**src/rtl/target_pkg.sv**
```systemverilog
// rtl/target_pkg.sv - target state/direction types, default play-field bounds and LFSR seed
package target_pkg;

  typedef enum logic [1:0] {
    ST_IDLE   = 2'd0,
    ST_FLY    = 2'd1,
    ST_FALL   = 2'd2,
    ST_ESCAPE = 2'd3
  } tgt_state_t;

  // Compass order; the first four double as the spawn directions (screen Y grows downward).
  typedef enum logic [2:0] {
    DIR_UL, DIR_U, DIR_UR, DIR_R, DIR_DR, DIR_D, DIR_DL, DIR_L
  } dir_t;

  localparam int DEF_X_MIN         = 3;
  localparam int DEF_X_MAX         = 639;
  localparam int DEF_Y_MIN         = 3;
  localparam int DEF_Y_MAX         = 399;
  localparam int DEF_BASE_STEP     = 3;
  localparam int DEF_MAX_STEP      = 15;
  localparam int DEF_ESCAPE_FRAMES = 255;
  localparam int DEF_REDIR_FRAMES  = 32;
  localparam int SPAWN_X0          = 64;
  localparam logic [15:0] LFSR_SEED = 16'hACE1;

  // Unit-vector signs: 2'b01 = +1, 2'b11 = -1, 2'b00 = 0.
  function automatic logic [1:0] dir_sx(input dir_t d);
    case (d)
      DIR_UR, DIR_R, DIR_DR: return 2'b01;
      DIR_UL, DIR_DL, DIR_L: return 2'b11;
      default:               return 2'b00;
    endcase
  endfunction

  function automatic logic [1:0] dir_sy(input dir_t d);
    case (d)
      DIR_UL, DIR_U, DIR_UR: return 2'b11;
      DIR_DR, DIR_D, DIR_DL: return 2'b01;
      default:               return 2'b00;
    endcase
  endfunction

endpackage

```
**src/rtl/target_unit.sv**
```systemverilog
// rtl/target_unit.sv - one target: position, motion, life/redirect timers and state machine
module target_unit
  import target_pkg::*;
#(
  parameter int POS_W         = 10,
  parameter int TGT_SIZE      = 64,
  parameter int X_MIN         = DEF_X_MIN,
  parameter int X_MAX         = DEF_X_MAX,
  parameter int Y_MIN         = DEF_Y_MIN,
  parameter int Y_MAX         = DEF_Y_MAX,
  parameter int ESCAPE_FRAMES = DEF_ESCAPE_FRAMES,
  parameter int REDIR_FRAMES  = DEF_REDIR_FRAMES
) (
  input  logic             clk,
  input  logic             rst_n,
  input  logic             frame_tick,
  input  logic             load,
  input  logic             kill,
  input  logic [POS_W-1:0] speed,
  input  logic [POS_W-1:0] load_x,
  input  dir_t             load_dir,
  input  dir_t             redir_dir,
  output logic [POS_W-1:0] x,
  output logic [POS_W-1:0] y,
  output tgt_state_t       state,
  output logic             escaped,
  output logic             fallen
);

  localparam int MW     = POS_W + 1;
  localparam int WW     = POS_W + 2;
  localparam int LIFE_W = $clog2(ESCAPE_FRAMES + 1);
  localparam int RED_W  = $clog2(REDIR_FRAMES + 1);

  logic signed [MW-1:0] mx, my, spd_s;
  logic [LIFE_W-1:0]    life, life_n;
  logic [RED_W-1:0]     redir, redir_n;
  logic signed [WW-1:0] sum_x, sum_y;
  logic [POS_W-1:0]     nx, ny;
  logic [WW-1:0]        fall_y;
  logic                 hit_x_hi, hit_x_lo, hit_y_hi, hit_y_lo, hit_any;

  function automatic logic signed [MW-1:0] scale(input logic [1:0] sgn, input logic signed [MW-1:0] s);
    case (sgn)
      2'b01:   return s;
      2'b11:   return -s;
      default: return '0;
    endcase
  endfunction

  assign spd_s = $signed({1'b0, speed});

  // Next position saturates at 0 so a fast leftward/upward step never wraps.
  always_comb begin
    sum_x    = $signed({2'b00, x}) + $signed({mx[MW-1], mx});
    sum_y    = $signed({2'b00, y}) + $signed({my[MW-1], my});
    nx       = sum_x[WW-1] ? '0 : sum_x[POS_W-1:0];
    ny       = sum_y[WW-1] ? '0 : sum_y[POS_W-1:0];
    hit_x_hi = (int'(nx) + TGT_SIZE >= X_MAX);
    hit_x_lo = (int'(nx) <= X_MIN);
    hit_y_hi = (int'(ny) + TGT_SIZE >= Y_MAX);
    hit_y_lo = (int'(ny) <= Y_MIN);
    hit_any  = hit_x_hi | hit_x_lo | hit_y_hi | hit_y_lo;
    fall_y   = {2'b00, y} + {2'b00, speed};
    life_n   = life + LIFE_W'(1);
    redir_n  = redir + RED_W'(1);
  end

  always_ff @(posedge clk or negedge rst_n) begin
    if (!rst_n) begin
      state   <= ST_IDLE;
      x       <= '0;
      y       <= '0;
      mx      <= '0;
      my      <= '0;
      life    <= '0;
      redir   <= '0;
      escaped <= 1'b0;
      fallen  <= 1'b0;
    end else begin
      escaped <= 1'b0;
      fallen  <= 1'b0;
      case (state)
        ST_IDLE: if (load) begin
          state <= ST_FLY;
          x     <= load_x;
          y     <= POS_W'(Y_MAX - TGT_SIZE - 1);
          mx    <= scale(dir_sx(load_dir), spd_s);
          my    <= scale(dir_sy(load_dir), spd_s);
          life  <= '0;
          redir <= '0;
        end
        ST_FLY: if (kill) begin
          state <= ST_FALL;
          mx    <= '0;
          my    <= spd_s;
        end else if (frame_tick) begin
          x    <= nx;
          y    <= ny;
          life <= life_n;
          if (hit_x_hi)      mx <= -spd_s;
          else if (hit_x_lo) mx <= spd_s;
          if (hit_y_hi)      my <= -spd_s;
          else if (hit_y_lo) my <= spd_s;
          // The redirect interval restarts even when a wall bounce pre-empts it.
          if (int'(redir_n) >= REDIR_FRAMES) begin
            redir <= '0;
            if (!hit_any) begin
              mx <= scale(dir_sx(redir_dir), spd_s);
              my <= scale(dir_sy(redir_dir), spd_s);
            end
          end else begin
            redir <= redir_n;
          end
          if (int'(life_n) >= ESCAPE_FRAMES) begin
            state <= ST_ESCAPE;
            mx    <= '0;
            my    <= -spd_s;
          end
        end
        ST_FALL: if (frame_tick) begin
          if (int'(fall_y) + TGT_SIZE >= Y_MAX) begin
            y      <= POS_W'(Y_MAX - TGT_SIZE);
            state  <= ST_IDLE;
            fallen <= 1'b1;
            my     <= '0;
          end else begin
            y <= fall_y[POS_W-1:0];
          end
        end
        ST_ESCAPE: if (frame_tick) begin
          if (y < speed) begin
            y       <= '0;
            state   <= ST_IDLE;
            escaped <= 1'b1;
            my      <= '0;
          end else begin
            y <= y - speed;
          end
        end
        default: state <= ST_IDLE;
      endcase
    end
  end

endmodule

```
**src/rtl/target_engine.sv**
```systemverilog
// rtl/target_engine.sv - shared LFSR, speed and spawn arbiter around NUM_TARGETS target units
module target_engine
  import target_pkg::*;
#(
  parameter int NUM_TARGETS   = 2,
  parameter int POS_W         = 10,
  parameter int TGT_SIZE      = 64,
  parameter int X_MIN         = DEF_X_MIN,
  parameter int X_MAX         = DEF_X_MAX,
  parameter int Y_MIN         = DEF_Y_MIN,
  parameter int Y_MAX         = DEF_Y_MAX,
  parameter int BASE_STEP     = DEF_BASE_STEP,
  parameter int MAX_STEP      = DEF_MAX_STEP,
  parameter int ESCAPE_FRAMES = DEF_ESCAPE_FRAMES,
  parameter int REDIR_FRAMES  = DEF_REDIR_FRAMES
) (
  input  logic                         Clk,
  input  logic                         Reset_n,
  input  logic                         frame_tick,
  input  logic                         spawn,
  input  logic [NUM_TARGETS-1:0]       kill,
  input  logic [7:0]                   level,
  output logic [NUM_TARGETS*POS_W-1:0] TargetX,
  output logic [NUM_TARGETS*POS_W-1:0] TargetY,
  output logic [POS_W-1:0]             TargetS,
  output logic [NUM_TARGETS*2-1:0]     tgt_state,
  output logic [NUM_TARGETS-1:0]       escaped,
  output logic [NUM_TARGETS-1:0]       fallen,
  output logic                         spawn_drop
);

  logic [15:0]            lfsr;
  logic [NUM_TARGETS-1:0] idle, grant;
  logic [8:0]             raw_speed;
  logic [POS_W-1:0]       speed, load_x;
  dir_t                   load_dir, redir_dir;
  tgt_state_t             st [NUM_TARGETS];

  assign TargetS   = POS_W'(TGT_SIZE);
  assign load_x    = POS_W'(SPAWN_X0 + int'(lfsr[8:0]));
  assign load_dir  = dir_t'({1'b0, lfsr[1:0]});
  assign redir_dir = dir_t'(lfsr[2:0]);

  always_comb begin
    raw_speed = 9'(BASE_STEP) + {1'b0, level};
    speed     = (int'(raw_speed) > MAX_STEP) ? POS_W'(MAX_STEP) : POS_W'(raw_speed);
  end

  // Lowest-index IDLE target wins the spawn.
  always_comb begin
    logic found;
    grant = '0;
    found = 1'b0;
    for (int i = 0; i < NUM_TARGETS; i++) begin
      if (spawn && idle[i] && !found) begin
        grant[i] = 1'b1;
        found    = 1'b1;
      end
    end
  end

  always_ff @(posedge Clk or negedge Reset_n) begin
    if (!Reset_n) begin
      lfsr       <= LFSR_SEED;
      spawn_drop <= 1'b0;
    end else begin
      lfsr       <= {lfsr[14:0], lfsr[15] ^ lfsr[13] ^ lfsr[12] ^ lfsr[10]};
      spawn_drop <= spawn && (idle == '0);
    end
  end

  for (genvar i = 0; i < NUM_TARGETS; i++) begin : g_unit
    target_unit #(
      .POS_W        (POS_W),
      .TGT_SIZE     (TGT_SIZE),
      .X_MIN        (X_MIN),
      .X_MAX        (X_MAX),
      .Y_MIN        (Y_MIN),
      .Y_MAX        (Y_MAX),
      .ESCAPE_FRAMES(ESCAPE_FRAMES),
      .REDIR_FRAMES (REDIR_FRAMES)
    ) u_unit (
      .clk       (Clk),
      .rst_n     (Reset_n),
      .frame_tick(frame_tick),
      .load      (grant[i]),
      .kill      (kill[i]),
      .speed     (speed),
      .load_x    (load_x),
      .load_dir  (load_dir),
      .redir_dir (redir_dir),
      .x         (TargetX[i*POS_W +: POS_W]),
      .y         (TargetY[i*POS_W +: POS_W]),
      .state     (st[i]),
      .escaped   (escaped[i]),
      .fallen    (fallen[i])
    );
    assign tgt_state[2*i +: 2] = st[i];
    assign idle[i]             = (st[i] == ST_IDLE);
  end

endmodule
```
**config.mk**
```make
export PLATFORM = sky130hd
export DESIGN_NAME = target_engine
export DESIGN_NICKNAME = d
export VERILOG_FILES = /design/src/rtl/target_pkg.sv /design/src/rtl/target_unit.sv /design/src/rtl/target_engine.sv
export SDC_FILE = /design/constraint.sdc
export NUM_CORES = 1
export LEC_CHECK = 0
export BUFFER_PORTS_ARGS = -buffer_cell sky130_fd_sc_hd__buf_2
export CORE_MARGIN = 5
export CORE_UTILIZATION = 57
export DETAILED_ROUTE_END_ITERATION = 12
export GPL_TIMING_DRIVEN = 0
export MAX_ROUTING_LAYER = met4
export PLACE_DENSITY = 0.79
export SYNTH_ARGS = -nofsm -noshare
export SYNTH_HDL_FRONTEND = slang
export SYNTH_SLANG_ARGS = --single-unit
```
**constraint.sdc**
```tcl
create_clock -name Clk -period 4.45 [get_ports Clk]
set_input_delay 0.445 -clock Clk [delete_from_list [all_inputs] [get_ports Clk]]
set_output_delay 0.445 -clock Clk [all_outputs]
set_load 0.1 [all_outputs]
```
* Word-level counts from Yosys, hierarchy flattened
Index checks and enable logic that the tools add are counted.
** Cells by class
- Add/subtract/negate cells :: 21
- Eq/ne operators :: 50
- Div/mod/pow operators :: 0
- Shift operators :: 0
- Multiply operators :: 0
- Order comparisons :: 17
- Bitwise logic cells :: 9
- Multiplexer cells :: 163
- Reduce and logical (&&, ||, !) cells :: 28
** Operators by type and width (number)
- $mux W11 :: 40
- $mux W10 :: 24
- $pmux W11 S2 :: 10
- $ge A32 B10 Y1 const B :: 4
- $mux W2 :: 45
- $pmux W11 S4 :: 2
- $pmux W10 S4 :: 2
- $ge A32 B11 Y1 const B :: 2
- $add A11 B11 Y12 :: 4
- $mux W6 :: 8
- $mux W8 :: 6
- $add A10 B7 Y11 const B :: 4
- $le A10 B2 Y1 const B :: 4
- $pmux W10 S2 :: 2
- $pmux W8 S2 :: 2
- $eq A2 B2 Y1 const B :: 14
- $add A12 B7 Y13 const B :: 2
- $pmux W6 S2 :: 2
- $add A10 B9 Y11 :: 2
- $eq A2 B1 Y1 const B :: 11
- $lt A10 B9 Y1 :: 2
- $sub A10 B9 Y10 :: 2
- $add A8 B1 Y8 const B :: 2
- $ge A8 B8 Y1 const B :: 2
- other kinds (31) :: 90
** Storage, ports and cells
- Logic and storage cells :: 308
- Memories :: 0
- Memory bits (read-only) :: 0
- Bits in writable memories :: 0
- Output and inout bits :: 59
- Bits in latches :: 0
- Flip-flop bits (word level) :: 137

* Depth between registers and ports, before layout
- Word-level depth :: 20
- Depth in mapped cells :: 23
- Gate-level depth less buffers :: 23

* Hierarchy
From an unflattened synthesis, not the netlist that was laid out.
** Unflattened totals
- Cell total of the unflattened synthesis :: 1881
- Area, all modules :: 14570.2 um2
** By module, submodules not included
- target_unit (g_unit[0].u_unit) :: cells an instance 904, area an instance 6905.4 um2, instances 1, sequential area each 1501.4 um2
- target_unit (g_unit[1].u_unit) :: cells an instance 905, area an instance 6857.8 um2, instances 1, sequential area each 1501.4 um2
- target_engine :: cells an instance 72, area an instance 807.0 um2, instances 1, sequential area each 435.4 um2

* Worst setup path after synthesis
No wires, ideal clock.
- Kind :: input to register
- From :: input level[0]
- To :: register g_unit[1].u_unit.my[2]
- Data required time :: 4.302 ns
- Arrival time :: 5.098 ns
- Setup slack :: -0.796 ns
- Stages :: 23
- Library setup time :: 0.148 ns
- Path buffers :: 0
- Cells stage by stage :: inv_1 -> ha_1 -> and3b_1 -> nand3_1 -> o21a_1 -> nor3_1 -> o21ai_0 -> ha_1 -> a21o_1 -> a21o_1 -> a2111oi_0 -> o21ba_2 -> xnor2_1 -> inv_1 -> ha_1 -> nand2_1 -> nor2_1 -> a31o_2 -> o22ai_1 -> o2111ai_1 -> o21ai_1 -> mux2i_1 -> o31ai_1
** Between the ends
- Cells in the longest elaborated chain, start to end :: 11
** RTL lines
- from (decl) :: line target_engine.sv:22 : input logic [7:0] level,
- $add A2 B8 Y9 * :: line target_engine.sv:45 : raw_speed = 9'(BASE_STEP) + {1'b0, level};
- $gt A9 B4 Y1 :: line target_engine.sv:46 : speed = (int'(raw_speed) > MAX_STEP) ? POS_W'(MAX_STEP) : POS_W'(raw_speed);
- $mux W9 * :: line target_engine.sv:46
- parallel branches: the longest is 8 deep, another holds $ge A32 B10 Y1
- to (signal assigned) :: line target_unit.sv:89 : my <= scale(dir_sy(load_dir), spd_s);
- to (signal assigned) :: line target_unit.sv:96 : my <= spd_s;
- to (signal assigned) :: line target_unit.sv:118 : my <= -spd_s;
- to (decl) :: line target_unit.sv:35 : logic signed [MW-1:0] mx, my, spd_s;
Mark *: on every way between the ends. The select of a mux whose other input is x is not followed.
A chain may end at the register's enable or synchronous reset.

* Final worst setup path
- From :: register g_unit[1].u_unit.y[0]
- To :: register g_unit[1].u_unit.my[0]
** Between the ends
- Cells in the longest elaborated chain, start to end :: 12
** RTL lines
- from (decl) :: line target_unit.sv:24 : output logic [POS_W-1:0] y,
- from (signal assigned) :: line target_unit.sv:87 : y <= POS_W'(Y_MAX - TGT_SIZE - 1);
- from (signal assigned) :: line target_unit.sv:99 : y <= ny;
- from (signal assigned) :: line target_unit.sv:123 : y <= POS_W'(Y_MAX - TGT_SIZE);
- $add A11 B11 Y12 :: line target_unit.sv:56 : sum_y = $signed({2'b00, y}) + $signed({my[MW-1], my});
- $mux W10 :: line target_unit.sv:58 : ny = sum_y[WW-1] ? '0 : sum_y[POS_W-1:0];
- $add A10 B7 Y11 :: line target_unit.sv:61 : hit_y_hi = (int'(ny) + TGT_SIZE >= Y_MAX);
- $ge A32 B10 Y1 :: line target_unit.sv:61
- $or A1 B1 Y1 (2 in a row) :: line target_unit.sv:63 : hit_any = hit_x_hi | hit_x_lo | hit_y_hi | hit_y_lo;
- $mux W11 :: line target_unit.sv:108 : if (!hit_any) begin
- $mux W11 :: line target_unit.sv:106 : if (int'(redir_n) >= REDIR_FRAMES) begin
- $mux W11 :: line target_unit.sv:115 : if (int'(life_n) >= ESCAPE_FRAMES) begin
- $mux W11 :: line target_unit.sv:97 : end else if (frame_tick) begin
- $mux W11 :: line target_unit.sv:93 : ST_FLY: if (kill) begin
- $pmux W11 S4 :: line target_unit.sv:83 : case (state)
Several ways; a longest one is shown, not always the timed one. The select of a mux whose other input is x is not followed.

==> flow_summary.json <==
{
  "htreeDepth": 4,
  "r2r-end": "g_unit[1].u_unit.my[0]$_DFFE_PN0P_",
  "start_kind": "flip-flop",
  "clock_latency_ps": 450,
  "routed_wirelength_um": 45500,
  "synth_edf_count": 0,
  "cp-end-kind": "flip-flop",
  "pre_cts_ws_ps": -1260,
  "wl_per_cell_um": 21.9,
  "worst_pin_slew_ps": 1440,
  "hpwl_um": 30700,
  "place_congestion": 1.01,
  "whs_ps": 10.8,
  "layout_commonest_cell": "nor2_1",
  "crit_top_cell": "ha_4",
  "path_clk_slew_ps": 70,
  "worstSetupPathType": "flip-flop to flip-flop",
  "grtUsageTotal": 0.330,
  "grt_pass1_vias": 12800,
  "synth_cell_types": 90,
  "cp_slowest_cell": "dfrtp_4",
  "failed_checks": "setup timing",
  "ioPinCount": 73,
  "setup_violations": 20,
  "skew_ps": 11.4,
  "fmax_mhz": 215,
  "finalMaxSlewViolations": 0,
  "cts_tree": "yes",
  "clock-root-buffer": "clkbuf_16",
  "r2r-start": "g_unit[1].u_unit.y[0]$_DFFE_PN0P_",
  "max_stage_delay_ps": 510,
  "cp.arrival_ps": 5000,
  "num_vias": 14100,
  "fillerInstances": 1607,
  "synth_warnings": 0,
  "crit_fanout": 5,
  "grt_pass1_wl_um": 67200,
  "die_h_um": 160,
  "viasPerCell": 6.77,
  "worstHoldPathType": "input pin to asynchronous set/reset pin",
  "antenna_found_initial": 0,
  "syn_area_um2": 12800,
  "netlist_instances": 1569,
  "rsz0062_at_grt": "yes",
  "cp_data_required_time_ps": 4790,
  "dominantRegCellSynth": "dfrtp_1",
  "fp.dieW_um": 160,
  "slew_headroom": 0.0321,
  "drt_iter0_drc": 1871,
  "clockBufferDepth": 2,
  "rrSetupSlack_ps": -210,
  "layout.nets": 1915,
  "status": "finished with violations",
  "clkSinkCount": 137,
  "io_buffers": 61,
  "fin_crit_ps": 4660,
  "finalCritPeriodShare": 1.05,
  "hold_viol": 0,
  "numCtsBuffers": 17,
  "worst-path-buf-inv": 1,
  "drc": 0,
  "rows": 54,
  "cp_cell_sequence": "ha_4 -> a211o_1 -> a21o_1 -> o21ai_2 -> nand2b_1 -> a21oi_2 -> xnor2_1 -> nor2_2 -> inv_2 -> ha_4 -> nand3_2 -> nor2_1 -> a32oi_2 -> or4b_4 -> o32a_4 -> o21a_4 -> or4_4 -> mux2i_1 -> o31a_1",
  "ant_nets": 0,
  "diodes": 0,
  "maxCapViolations": 0,
  "setup_ws_ps": -210,
  "reg2reg_depth": 19,
  "first_pass_iters": 7,
  "avgSynthCellArea_um2": 8.14,
  "mostFrequentLayoutCells": "nor2_1, nand2_1, buf_4",
  "die-area_um2": 25500,
  "layout-drive-gt1-share": 0.240,
  "grt_max_degree": 72,
  "crit_family": "compound AO/OA/AOI/OAI gates",
  "area_growth_syn_to_layout_pct": 27.1,
  "grt-ovfl-total": 0,
  "ys_ff_latch": 137,
  "synth_seq_area_share": 0.269,
  "start_util": 0.582,
  "core_area_um2": 22000,
  "synth-async-reset-ratio": 1.00
}
==> worst register-to-register path: stages, from the launching register on <==
cell and delay, ps:
dfrtp_4 510, ha_4 190, a211o_1 350, a21o_1 240
o21ai_2 160, nand2b_1 90, a21oi_2 140, xnor2_1 120
nor2_2 210, inv_2 80, ha_4 170, nand3_2 60
nor2_1 50, a32oi_2 250, or4b_4 510, o32a_4 400
o21a_4 160, or4_4 490, mux2i_1 130, o31a_1 240
==> cells by family after synthesis <==
kind of cell,share of synthesized area
and+or+nand+nor,0.197
DFF,0.269
AOI/OAI and AO/OA,0.302
adders and majority gates,0.119
other,0.000588
muxes,0.0175
xor gates and xnor gates,0.0470
buffers and inverters,0.0475
==> registers in the layout, summed over array words and instances (netlist names) <==
| signal | count |
|---|---|
| g_unit.u_unit.escaped | 2 |
| g_unit.u_unit.x | 20 |
| g_unit.u_unit.fallen | 2 |
| g_unit.u_unit.mx | 22 |
| lfsr | 16 |
| g_unit.u_unit.redir | 12 |
| g_unit.u_unit.life | 16 |
| g_unit.u_unit.my | 22 |
| spawn_drop | 1 |
| g_unit.u_unit.y | 20 |
| g_unit.u_unit.state | 4 |
==> area by class of cell <==
| type | count | area [um^2] | area share |
|---|---|---|---|
| well taps | 280 | 350 | 0.0216 |
| flip-flops and latches | 137 | 3490 | 0.215 |
| plain buffers | 66 | 340 | 0.0210 |
| clock inverters | 13 | 145 | 0.00894 |
| multi-input cells | 1319 | 9920 | 0.611 |
| repair buffers | 174 | 1270 | 0.0785 |
| inverters | 69 | 278 | 0.0171 |
| clock buffers | 19 | 443 | 0.0273 |
==> metal layers <==
metal	global-route usage	wire length, um	part of all wire	vias up
met2	0.505	20200	0.44	860
met5	-	0	0	-
met4	0.119	2510	0.055	0
met1	0.434	18100	0.40	6677
met3	0.0727	4640	0.10	257
li1	-	-	-	6259
==> worst max path at each step <==
stage / start / to / slack, ps / cells after the start
4_1_cts: level[0] / g_unit[1].u_unit.y[5]$_DFFE_PN0P_ / -40 / 23
3_5_place_dp: level[0] / g_unit[0].u_unit.my[6]$_DFFE_PN0P_ / -1260 / 21
2_1_floorplan: g_unit[1].u_unit.x[4]$_DFFE_PN0P_ / g_unit[1].u_unit.my[2]$_DFFE_PN0P_ / -30 / 17
5_1_grt: g_unit[1].u_unit.y[0]$_DFFE_PN0P_ / g_unit[1].u_unit.my[0]$_DFFE_PN0P_ / -290 / 19
3_3_place_gp: level[1] / g_unit[0].u_unit.my[4]$_DFFE_PN0P_ / -1150 / 21
6_report: g_unit[1].u_unit.y[0]$_DFFE_PN0P_ / g_unit[1].u_unit.my[0]$_DFFE_PN0P_ / -210 / 19
==> repair_timing <==
item	in CTS	in global routing
buffers inserted	61	52
gates resized for setup	68	98
gates cloned	1	1
hold buffers	0	0
pin swaps	48	70
hold endpoints to repair	0	0
endpoints found under the setup margin	68	64
==> stage by stage <==
step | util | instance area, um^2 | TNS [ps] | instances
6_report | 0.739 | 16200 | -1690 | 2077
5_1_grt | 0.739 | 16200 | -6190 | 2077
4_1_cts | 0.700 | 15400 | -72.1 | 2031
3_5_place_dp | 0.635 | 13900 | -54720 | 1939
3_3_place_gp | 0.633 | 13900 | -49080 | 1938
2_1_floorplan | - | 13200 | -59.2 | 1597
==> synthesized netlist by cell type (all sizes together) (15+ instances only) <==
master	n	share of area
o22ai	15	0.0073
nand2b	17	0.0083
dfrtp	129	0.25
o21ai	120	0.047
buf	23	0.012
a211oi	23	0.015
inv	65	0.019
o21a	27	0.016
nor3	42	0.016
a31oi	23	0.011
and3	24	0.012
o31ai	15	0.0088
a21o	39	0.023
xor2	24	0.016
a21oi	120	0.047
and2	20	0.0098
nor2	152	0.045
ha	109	0.11
nand3	36	0.014
nand2	140	0.041
xnor2	42	0.029
clkbuf	51	0.015
Power is left out: the tool's default activity adds up to more than one toggle a clock period on the data nets, which glitch-free logic cannot reach.
